[src/rtl/msix_pkg.sv]
// Shared types and default parameters for the MSI-X interrupt monitor.
// The table entry struct is sized for the default widths.
package msix_pkg;

  localparam int unsigned MSIX_NUM_VEC_DEF   = 8;
  localparam int unsigned MSIX_ADDR_W_DEF    = 64;
  localparam int unsigned MSIX_DATA_W_DEF    = 32;
  localparam int unsigned MSIX_EVT_DEPTH_DEF = 4;
  localparam int unsigned MSIX_CNT_W_DEF     = 8;

  localparam int unsigned MSIX_VEC_ID_W = $clog2(MSIX_NUM_VEC_DEF);

  typedef logic [MSIX_VEC_ID_W-1:0] vec_id_t;

  // Narrower ADDR_W/DATA_W instances zero-extend into these fields.
  typedef struct packed {
    logic                       valid;
    logic                       mask;
    logic [MSIX_ADDR_W_DEF-1:0] addr;
    logic [MSIX_DATA_W_DEF-1:0] data;
  } msix_vec_t;

  typedef enum logic [1:0] {
    HIT_NONE,
    HIT_ERR,
    HIT_MASKED,
    HIT_DELIVER
  } hit_kind_e;

endpackage

[src/rtl/msix_evt_fifo.sv]
// Synchronous event FIFO with simultaneous push/pop and a drop strobe
// for a push that finds the FIFO full without a same-cycle pop.
module msix_evt_fifo #(
  parameter int unsigned DEPTH = 4,
  parameter int unsigned WIDTH = 3
) (
  input  logic             clk,
  input  logic             rst,
  input  logic             push,
  input  logic [WIDTH-1:0] push_data,
  input  logic             pop,
  output logic [WIDTH-1:0] pop_data,
  output logic             full,
  output logic             empty,
  output logic             drop
);

  localparam int unsigned AW = $clog2(DEPTH);

  logic [WIDTH-1:0] mem_q [DEPTH];
  logic [WIDTH-1:0] mem_d [DEPTH];
  logic [AW:0]      wr_ptr_q, wr_ptr_d;
  logic [AW:0]      rd_ptr_q, rd_ptr_d;
  logic             push_ok, pop_ok;

  always_comb begin
    empty = (wr_ptr_q == rd_ptr_q);
    full  = (wr_ptr_q[AW] != rd_ptr_q[AW]) &&
            (wr_ptr_q[AW-1:0] == rd_ptr_q[AW-1:0]);
    pop_ok  = pop && !empty;
    // A pop in the same cycle frees the slot, so a full push is accepted.
    push_ok = push && (!full || pop_ok);
    drop    = push && full && !pop_ok;
    pop_data = mem_q[rd_ptr_q[AW-1:0]];

    mem_d    = mem_q;
    wr_ptr_d = wr_ptr_q;
    rd_ptr_d = rd_ptr_q;
    if (push_ok) begin
      mem_d[wr_ptr_q[AW-1:0]] = push_data;
      wr_ptr_d = wr_ptr_q + (AW+1)'(1);
    end
    if (pop_ok) begin
      rd_ptr_d = rd_ptr_q + (AW+1)'(1);
    end
  end

  always_ff @(posedge clk) begin
    if (rst) begin
      wr_ptr_q <= '0;
      rd_ptr_q <= '0;
      for (int unsigned i = 0; i < DEPTH; i++) begin
        mem_q[i] <= '0;
      end
    end else begin
      wr_ptr_q <= wr_ptr_d;
      rd_ptr_q <= rd_ptr_d;
      mem_q    <= mem_d;
    end
  end

endmodule

[src/rtl/msix_intr_monitor.sv]
// Snoops host DW writes against an MSI-X vector table; tracks pending,
// PBA and hit counts per vector and queues delivered vector IDs.
module msix_intr_monitor
  import msix_pkg::*;
#(
  parameter  int unsigned NUM_VEC   = MSIX_NUM_VEC_DEF,
  parameter  int unsigned ADDR_W    = MSIX_ADDR_W_DEF,
  parameter  int unsigned DATA_W    = MSIX_DATA_W_DEF,
  parameter  int unsigned EVT_DEPTH = MSIX_EVT_DEPTH_DEF,
  parameter  int unsigned CNT_W     = MSIX_CNT_W_DEF,
  localparam int unsigned IDX_W     = (NUM_VEC > 1) ? $clog2(NUM_VEC) : 1
) (
  input  logic               clk,
  input  logic               rst,
  input  logic               wr_valid,
  input  logic [ADDR_W-1:0]  wr_addr,
  input  logic [DATA_W-1:0]  wr_data,
  input  logic               cfg_we,
  input  logic [IDX_W-1:0]   cfg_idx,
  input  logic               cfg_valid,
  input  logic               cfg_mask,
  input  logic [ADDR_W-1:0]  cfg_addr,
  input  logic [DATA_W-1:0]  cfg_data,
  input  logic [NUM_VEC-1:0] clr_vec,
  output logic [NUM_VEC-1:0] intr_pending,
  output logic               intr_any,
  output logic [NUM_VEC-1:0] pba,
  output logic               evt_valid,
  output logic [IDX_W-1:0]   evt_id,
  input  logic               evt_ready,
  output logic               evt_overflow,
  output logic               data_err,
  output logic [IDX_W-1:0]   data_err_id,
  input  logic [IDX_W-1:0]   cnt_sel,
  output logic [CNT_W-1:0]   cnt_val
);

  msix_vec_t          tbl_q [NUM_VEC];
  msix_vec_t          tbl_d [NUM_VEC];
  logic [CNT_W-1:0]   cnt_q [NUM_VEC];
  logic [CNT_W-1:0]   cnt_d [NUM_VEC];
  logic [NUM_VEC-1:0] pend_q, pend_d;
  logic [NUM_VEC-1:0] pba_q, pba_d;
  logic               data_err_q, data_err_d;
  logic [IDX_W-1:0]   data_err_id_q, data_err_id_d;
  logic               ovf_q, ovf_d;

  logic               hit_found;
  logic [IDX_W-1:0]   hit_idx;
  hit_kind_e          hit_kind;
  logic               rp_found;
  logic [IDX_W-1:0]   rp_idx;
  logic               do_replay;
  logic               push;
  logic [IDX_W-1:0]   push_id;
  logic               fifo_full, fifo_empty, fifo_drop;

  // Lowest-index address hit, using the table before any same-cycle cfg write.
  always_comb begin
    hit_found = 1'b0;
    hit_idx   = '0;
    for (int unsigned i = 0; i < NUM_VEC; i++) begin
      if (!hit_found && wr_valid && tbl_q[i].valid &&
          tbl_q[i].addr == MSIX_ADDR_W_DEF'(wr_addr)) begin
        hit_found = 1'b1;
        hit_idx   = IDX_W'(i);
      end
    end
    hit_kind = HIT_NONE;
    if (hit_found) begin
      if (tbl_q[hit_idx].data != MSIX_DATA_W_DEF'(wr_data)) begin
        hit_kind = HIT_ERR;
      end else if (tbl_q[hit_idx].mask) begin
        hit_kind = HIT_MASKED;
      end else begin
        hit_kind = HIT_DELIVER;
      end
    end
  end

  always_comb begin
    rp_found = 1'b0;
    rp_idx   = '0;
    for (int unsigned i = 0; i < NUM_VEC; i++) begin
      if (!rp_found && pba_q[i] && !tbl_q[i].mask && tbl_q[i].valid) begin
        rp_found = 1'b1;
        rp_idx   = IDX_W'(i);
      end
    end
    do_replay = rp_found && (hit_kind != HIT_DELIVER);
    push      = (hit_kind == HIT_DELIVER) || do_replay;
    push_id   = (hit_kind == HIT_DELIVER) ? hit_idx : rp_idx;
  end

  always_comb begin
    tbl_d         = tbl_q;
    cnt_d         = cnt_q;
    pend_d        = pend_q & ~clr_vec;
    pba_d         = pba_q;
    data_err_d    = data_err_q;
    data_err_id_d = data_err_id_q;
    ovf_d         = ovf_q | fifo_drop;

    case (hit_kind)
      HIT_DELIVER: begin
        pend_d[hit_idx] = 1'b1;
        if (cnt_q[hit_idx] != '1) cnt_d[hit_idx] = cnt_q[hit_idx] + CNT_W'(1);
      end
      HIT_MASKED: begin
        pba_d[hit_idx] = 1'b1;
        if (cnt_q[hit_idx] != '1) cnt_d[hit_idx] = cnt_q[hit_idx] + CNT_W'(1);
      end
      HIT_ERR: begin
        if (!data_err_q) begin
          data_err_d    = 1'b1;
          data_err_id_d = hit_idx;
        end
      end
      default: ;
    endcase

    if (do_replay) begin
      pba_d[rp_idx]  = 1'b0;
      pend_d[rp_idx] = 1'b1;
    end

    if (cfg_we) begin
      tbl_d[cfg_idx] = '{valid: cfg_valid,
                         mask:  cfg_mask,
                         addr:  MSIX_ADDR_W_DEF'(cfg_addr),
                         data:  MSIX_DATA_W_DEF'(cfg_data)};
      if (!cfg_valid) pba_d[cfg_idx] = 1'b0;
    end
  end

  always_ff @(posedge clk) begin
    if (rst) begin
      for (int unsigned i = 0; i < NUM_VEC; i++) begin
        tbl_q[i] <= '0;
        cnt_q[i] <= '0;
      end
      pend_q        <= '0;
      pba_q         <= '0;
      data_err_q    <= 1'b0;
      data_err_id_q <= '0;
      ovf_q         <= 1'b0;
    end else begin
      tbl_q         <= tbl_d;
      cnt_q         <= cnt_d;
      pend_q        <= pend_d;
      pba_q         <= pba_d;
      data_err_q    <= data_err_d;
      data_err_id_q <= data_err_id_d;
      ovf_q         <= ovf_d;
    end
  end

  msix_evt_fifo #(
    .DEPTH (EVT_DEPTH),
    .WIDTH (IDX_W)
  ) u_evt_fifo (
    .clk       (clk),
    .rst       (rst),
    .push      (push),
    .push_data (push_id),
    .pop       (evt_ready),
    .pop_data  (evt_id),
    .full      (fifo_full),
    .empty     (fifo_empty),
    .drop      (fifo_drop)
  );

  always_comb begin
    intr_pending = pend_q;
    intr_any     = |pend_q;
    pba          = pba_q;
    evt_valid    = !fifo_empty;
    evt_overflow = ovf_q;
    data_err     = data_err_q;
    data_err_id  = data_err_id_q;
    cnt_val      = '0;
    if (32'(cnt_sel) < NUM_VEC) cnt_val = cnt_q[cnt_sel];
  end

endmodule
[config.mk]
export PLATFORM = sky130hd
export DESIGN_NAME = msix_intr_monitor
export DESIGN_NICKNAME = d
export VERILOG_FILES = /design/src/rtl/msix_pkg.sv /design/src/rtl/msix_evt_fifo.sv /design/src/rtl/msix_intr_monitor.sv
export SDC_FILE = /design/constraint.sdc
export NUM_CORES = 2
export LEC_CHECK = 0
export ABC_CLOCK_PERIOD_IN_PS = 13600
export CAP_MARGIN = 20
export CORE_AREA = 2 2 265 333
export CTS_BUF_LIST = sky130_fd_sc_hd__clkbuf_4 sky130_fd_sc_hd__clkbuf_8
export DETAILED_ROUTE_END_ITERATION = 16
export DIE_AREA = 0 0 267 335
export GPL_ROUTABILITY_DRIVEN = 1
export PLACE_DENSITY_LB_ADDON = 0.2
export SLEW_MARGIN = 20
export SYNTH_ARGS = -nofsm -noshare
export SYNTH_HDL_FRONTEND = slang
export SYNTH_HIERARCHICAL = 1
export SYNTH_SLANG_ARGS = --single-unit
[constraint.sdc]
create_clock -name clk -period 13.6 [get_ports clk]
set_clock_uncertainty 0.05 [all_clocks]
set_input_delay 2.72 -clock clk [delete_from_list [all_inputs] [get_ports clk]]
set_output_delay 2.72 -clock clk [all_outputs]
set_load 0.005 [all_outputs]
# Yosys cells after proc, flatten, opt, wreduce, memory -nomap -nowiden
# Cells that the tools add are included.
# word_totals
wordCells	257
output_inout_bits	34
inputBits	213
ff_bits	887
# classes
mux	67
bitwise_logic	16
reduce_logical	89
eq_ne	17
n_lt_le_gt_ge	14
addsub	3
# ops
op	n
bitwise mux 784 bit	1
== test 64 bit	8
binary-select mux 98 bit (select 3 bit)	1
demux 98 bit (select 3 bit)	1
2-to-1 mux 97 bit	2
2-to-1 mux 98 bit	1
2-to-1 mux 8 bit	11
bitwise mux 64 bit	1
logical AND 1 bit	58
binary-select mux 8 bit (select 3 bit)	2
2-to-1 mux 3 bit	16
!= test 32 bit	1
logical NOT 1 bit	25
bitwise AND 8 bit	3
demux 8 bit (select 3 bit)	1
inverter 8 bit	3
bitwise OR 8 bit	3
2-to-1 mux 1 bit	22
bitwise mux 12 bit	1
>= comparator 4 bit (second input constant)	3
less-than comparator 3 x 4 -> 1 bit (second input constant)	3
inverter 3 -> 4 bit	3
demux 1 bit (select 3 bit)	3
>= comparator 3 x 1 -> 1 bit (second input constant)	3
other kinds (22)	30

# Depth between registers and ports, before layout
# depth
ltp_word	52
mapped_depth	24
ltp_nobuf	19

# By module
# The synthesis kept the hierarchy.
# by_module_without_submodules
mod	n_inst	seq_area_each_um2	cells_per_inst	area_per_inst_um2
msix_intr_monitor	1	17396.7	5770	43545.5
msix_evt_fifo	1	360.3	98	1053.5

# Least setup slack after synthesis
# Ideal clock, no wire load.
# synth_path
path_kind	input-to-reg
start	input port wr_addr[51]
end	register u_evt_fifo.wr_ptr_q[2]
path_slack_ps	5526
n_path_buf	4
required_time_ps	13429
setup_time_ps	121
t_arrival_ps	7903
cell_stages	22
path_cell_list	buf_2 -> xor2_1 -> or4_1 -> or4_4 -> nor4_2 -> and2_1 -> buf_6 -> o21ai_2 -> a21oi_2 -> or2_1 -> buf_6 -> a221oi_4 -> or4_1 -> a2111oi_0 -> or4b_1 -> or3_1 -> buf_2 -> or2_4 -> nand2_1 -> and2_1 -> o41ai_4 -> mux2_4
# synth_via
elab_chain_len	49
word_cells_on_any_way	65
cone_classes	eq/ne (11); mux (21); bitwise (1); reduce/logical (32)
# synth_rtl
element	line_no	text
from (decl)	msix_intr_monitor.sv:16	input logic [ADDR_W-1:0] wr_addr,
== test 64 bit	msix_intr_monitor.sv:64	tbl_q[i].addr == MSIX_ADDR_W_DEF'(wr_addr)) begin
logical AND 1 bit	msix_intr_monitor.sv:63	if (!hit_found && wr_valid && tbl_q[i].valid &&
2-to-1 mux 1 bit	msix_intr_monitor.sv:63	
logical NOT 1 bit	msix_intr_monitor.sv:63	
logical AND 1 bit (3 in a row)	msix_intr_monitor.sv:63	
2-to-1 mux 1 bit	msix_intr_monitor.sv:63	
logical NOT 1 bit	msix_intr_monitor.sv:63	
logical AND 1 bit (3 in a row)	msix_intr_monitor.sv:63	
[... 30 more ...]	-	
!= test 32 bit or 2-to-1 mux 1 bit (tied branches)	msix_intr_monitor.sv:71, msix_intr_monitor.sv:73	
2-to-1 mux 2 bit	msix_intr_monitor.sv:71	if (tbl_q[hit_idx].data != MSIX_DATA_W_DEF'(wr_data)) begin
2-to-1 mux 2 bit *	msix_intr_monitor.sv:70	if (hit_found) begin
!= test 2 bit	msix_intr_monitor.sv:90	do_replay = rp_found && (hit_kind != HIT_DELIVER);
logical AND 1 bit	msix_intr_monitor.sv:90	
logical OR 1 bit *	msix_intr_monitor.sv:91	push = (hit_kind == HIT_DELIVER) || do_replay;
named net push	msix_intr_monitor.sv:54	logic push;
logical AND 1 bit *	msix_evt_fifo.sv:32	push_ok = push && (!full || pop_ok);
to (signal assigned)	msix_evt_fifo.sv:56	wr_ptr_q <= wr_ptr_d;
to (decl)	msix_evt_fifo.sv:22	logic [AW:0] wr_ptr_q, wr_ptr_d;
# Mark *: on every way through the listed nets, which the timed path passes. The rest lies on a longest branch. The select of a mux whose other input is x is not followed.
# A chain may end at the register's enable or synchronous reset.

# Worst setup path after layout
# layout_path
start	input port wr_addr[12]
end	register u_evt_fifo.wr_ptr_q[2]
# Same word-level chain as after synthesis.

==> results by group <==
Layout
  • Total non-filler cell area in the finished layout: 50,300 sq um
  • Final core area utilization: 58.2%
  • Fraction of layout instances using a drive strength above 1: 7.36%
  • Fin nets: 6,079
  • Area Overhead vs Synth: 12.7%

Clock network
  • Max clock buf depth: 3
  • CTS Buf Count: 146
  • Master cell of the clock root buffer: sky130_fd_sc_hd__clkbuf_8
  • Post-CTS setup buffer count: 0
  • Quantity of gates resized following cts: 0
  • Post-CTS clock slew at the launch and capture registers of the worst setup and hold paths: 60 ps
  • TritonCTS clock tree: built
  • Number of buffers added to fix hold violations after cts: 0
  • Num Clock Sinks: 887
  • Maximum level of the CTS H-tree: 4
  • Insertion delay of the later-clocked pin in the worst-skew pair: 900 ps

GRT
  • First-pass GRT wire length: 325,000 um
  • GRT Resource Usage Total: 51.9%
  • Pin count of the biggest net entering global routing: 196
  • Total gr overflow: 0
  • Antenna violations before repair: 9
  • Number of global-route vias before repair: 42,900

Placement
  • Placed cell areas: 47,100 sq um
  • GPL Wtd Cong: 1.15
  • Setup WS pre-CTS: 2390 ps
  • Detailed placement HPWL: 170,000 um
  • I/O Buffers: 246

Die
  • Standard cell core area: 86,400 sq um
  • Starting Density: 51.6%
  • Die Width: 267 um
  • Io pins: 247
  • Die extent in y: 335 um
  • Number of rows in the core area: 121
  • Die outline area: 89,400 sq um

Logic synthesis
  • Instance count of the mapped netlist: 5,868
  • Net count after synthesis: 6,087
  • Count of unique library cells instantiated by Yosys: 107
  • Top-area cell type share of the netlist area: 39.8%
  • Dominant cell by count in the synthesized netlist: sky130_fd_sc_hd__nand2_1
  • Fraction of the mapped netlist area in compound gates: 15.2%
  • Synth Warn #: 6
  • Syn avg cell area: 7.60 sq um
  • Adder-cell share of the synthesized area: 0.168%
  • Most frequent cells after synthesis: sky130_fd_sc_hd__nand2_1 (1,737), sky130_fd_sc_hd__dfxtp_1 (887), sky130_fd_sc_hd__a21oi_1 (817), sky130_fd_sc_hd__xor2_1 (303), sky130_fd_sc_hd__clkbuf_1 (273)
  • Combinational family with the most area after synthesis: simple AND/OR/NAND/NOR gates
  • Number of synthesized flops with an enable pin: 0
  • Mux share of post-synthesis cell area: 3.41%
  • Synth Register Bits: 887
  • Sequential cell area fraction in the yosys report: 39.8%
  • XOR/XNOR share of the synthesized area: 7.95%
  • Dominant register cell in the synthesized netlist: sky130_fd_sc_hd__dfxtp_1
  • Synth async-reset ratio: 0%
  • Post-synthesis simple-gate area fraction: 27.7%
  • Synth top area cells: sky130_fd_sc_hd__dfxtp_1 (40%), sky130_fd_sc_hd__nand2_1 (15%), sky130_fd_sc_hd__a21oi_1 (9.2%)
  • Synth area leader: sky130_fd_sc_hd__dfxtp_1
  • Post-Syn Area: 44,600 sq um

Route
  • Final wirelength: 238,000 um
  • Per-cell routed wire length: 33.3 um
  • Number of nets with antenna violations after routing: 0
  • Total via count in the routed design: 46,300
  • Met3 routed WL: 24,400 um
  • Detailed-route wire length on metal 1: 77,900 um
  • Final routed DRC violation total: 0
  • DRC violation total after the first TritonRoute iteration: 6,918
  • Highest metal layer with signal wires: met5
  • Met2 wire length: 101,000 um
  • Iteration count of the initial detailed-routing pass: 9
  • Ratio of routed vias to standard cells: 6.48

Worst setup path
  • Signal arrival time at the worst endpoint: 11,630 ps
  • Kind of start point of the critical path: input port
  • Setup Crit Path Kind: in2reg
  • Kind of cell adding the most delay to the critical path: simple AND/OR/NAND/NOR gates
  • Nature of the critical path endpoint: flip-flop
  • Cell Chain, Critical Path: clkdlybuf4s50_1 > xnor2_1 > nand4_1 > nor4_1 > nand4_1 > a211oi_2 > o21ai_2 > a21oi_2 > or2_1 > a221oi_4 > or4_1 > a2111oi_0 > or4b_1 > or3_1 > or2_4 > nand2_1 > and2_1 > o41ai_4 > mux2_4
  • Data required time at the worst endpoint: 14,300 ps
  • Stage delay of the slowest cell on the critical path: 930 ps
  • Library cell contributing the largest single delay on the critical path: sky130_fd_sc_hd__clkdlybuf4s50_1
  • Worst Path Buf+Inv: 1
  • Library cell appearing most often on the critical path: sky130_fd_sc_hd__nand4_1
  • Maximum fanout encountered on the critical timing path: 12
  • Reg-to-reg setup timing slack: 4860 ps

STA
  • Summed negative setup slack over all endpoints: 0 ps
  • Setup Viol. Count Final: 0
  • Minimum setup slack in the final design: 2670 ps
  • Worst relative slew slack: 11.2%
  • Fmax: 91.5 MHz
  • Portion of the clock cycle consumed by the worst path in the final layout: 80.4%
  • Number of slew-limit violations in the final report: 0
  • Unrepaired setup endpoints after global routing: no
  • Min Tclk post-route: 10,930 ps
  • Slew of the pin with the lowest slew margin: 1330 ps
  • Hold Violations, Final: 0

Power and ir drop
  • Peak supply drop: 0.000107 V
  • PD cells: 118 nW/um^2
  • Tot Pwr: 5.94 mW
  • Leakage power figure: 17.8 nW

Run
  • Max-cap viol count: 0

Hold path
  • HP Class: reg2reg

Run status
  • Result of the run: finished clean
worst min-delay path, cell delays in order, from the launching register on:
cell	delay, ps
sky130_fd_sc_hd__dfxtp_1	310
sky130_fd_sc_hd__nand2_1	50
sky130_fd_sc_hd__a21oi_1	50
state kept, by name (all words and copies together), names as in the netlist:
name and cells:
u_evt_fifo/mem_q 12, intr_pending 8, data_err_id 3, u_evt_fifo/wr_ptr_q 3, data_err 1, cnt_q 64, pba 8, evt_overflow 1
u_evt_fifo/rd_ptr_q 3, tbl_q 784
cell usage in the layout, fill, tap and decap left out, types with 157 or more instances in the layout:
cell	Yosys	final
sky130_fd_sc_hd__nor4_1	170	166
sky130_fd_sc_hd__xor2_1	303	301
sky130_fd_sc_hd__nor2_1	163	157
sky130_fd_sc_hd__clkbuf_8	0	179
sky130_fd_sc_hd__nor2b_1	215	215
sky130_fd_sc_hd__nand2_1	1737	1734
sky130_fd_sc_hd__dfxtp_1	887	887
sky130_fd_sc_hd__a21oi_1	817	817
sky130_fd_sc_hd__clkdlybuf4s50_1	0	243
routing by layer:
metal,vias up,global-route usage (%)
met5,-,0.0552
met4,2,58.4
met3,1205,13.3
met2,3422,78.9
met1,21800,55.4
li1,19800,-
metrics by stage:
step	cells	hold slack [ps]
after floorplan	5868	381
after global placement	6880	386
after detailed placement	6880	391
after CTS	7129	400
after global routing	7133	417
final	7143	403
power by group:
group	switching (mW)	leakage [nW]	internal [mW]	total, mW
sequential	0.0473	7.17	2.65	2.70
clock	1.19	1.65	1.38	2.57
combinational	0.492	9.00	0.180	0.671
final timing paths:
check / from / end / cells after the start
max: wr_addr[12] / u_evt_fifo/wr_ptr_q[2] / 19
min reg2reg: tbl_q[414] / tbl_q[414] / 2
min: tbl_q[414] / tbl_q[414] / 2
max reg2reg: tbl_q[244] / u_evt_fifo/wr_ptr_q[2] / 18
layout make-up:
| type | instances | area, sq um |
|---|---|---|
| tap | 1168 | 1460 |
| antenna | 14 | 35.0 |
| sequential | 887 | 17800 |
| timing repair buffer | 328 | 3100 |
| multi-input combinational | 4399 | 24500 |
| clock buffer | 223 | 2790 |
| fill | 8172 | 36200 |
| inverter | 98 | 368 |
| clock inverter | 26 | 307 |
kinds of logic (layout without fill, tap and decap cells):
kind of cell | Yosys count | count (layout)
AO/OA/AOI/OAI | 1152 | 1152
flip-flops | 887 | 887
other | 0 | 14
adder cells (fa/ha/maj) | 6 | 6
buffers and inverters | 582 | 675
multiplexers | 124 | 124
XOR/XNOR | 402 | 402
AND/OR/NAND/NOR | 2715 | 2715
Power figures use the tool's default switching activity.
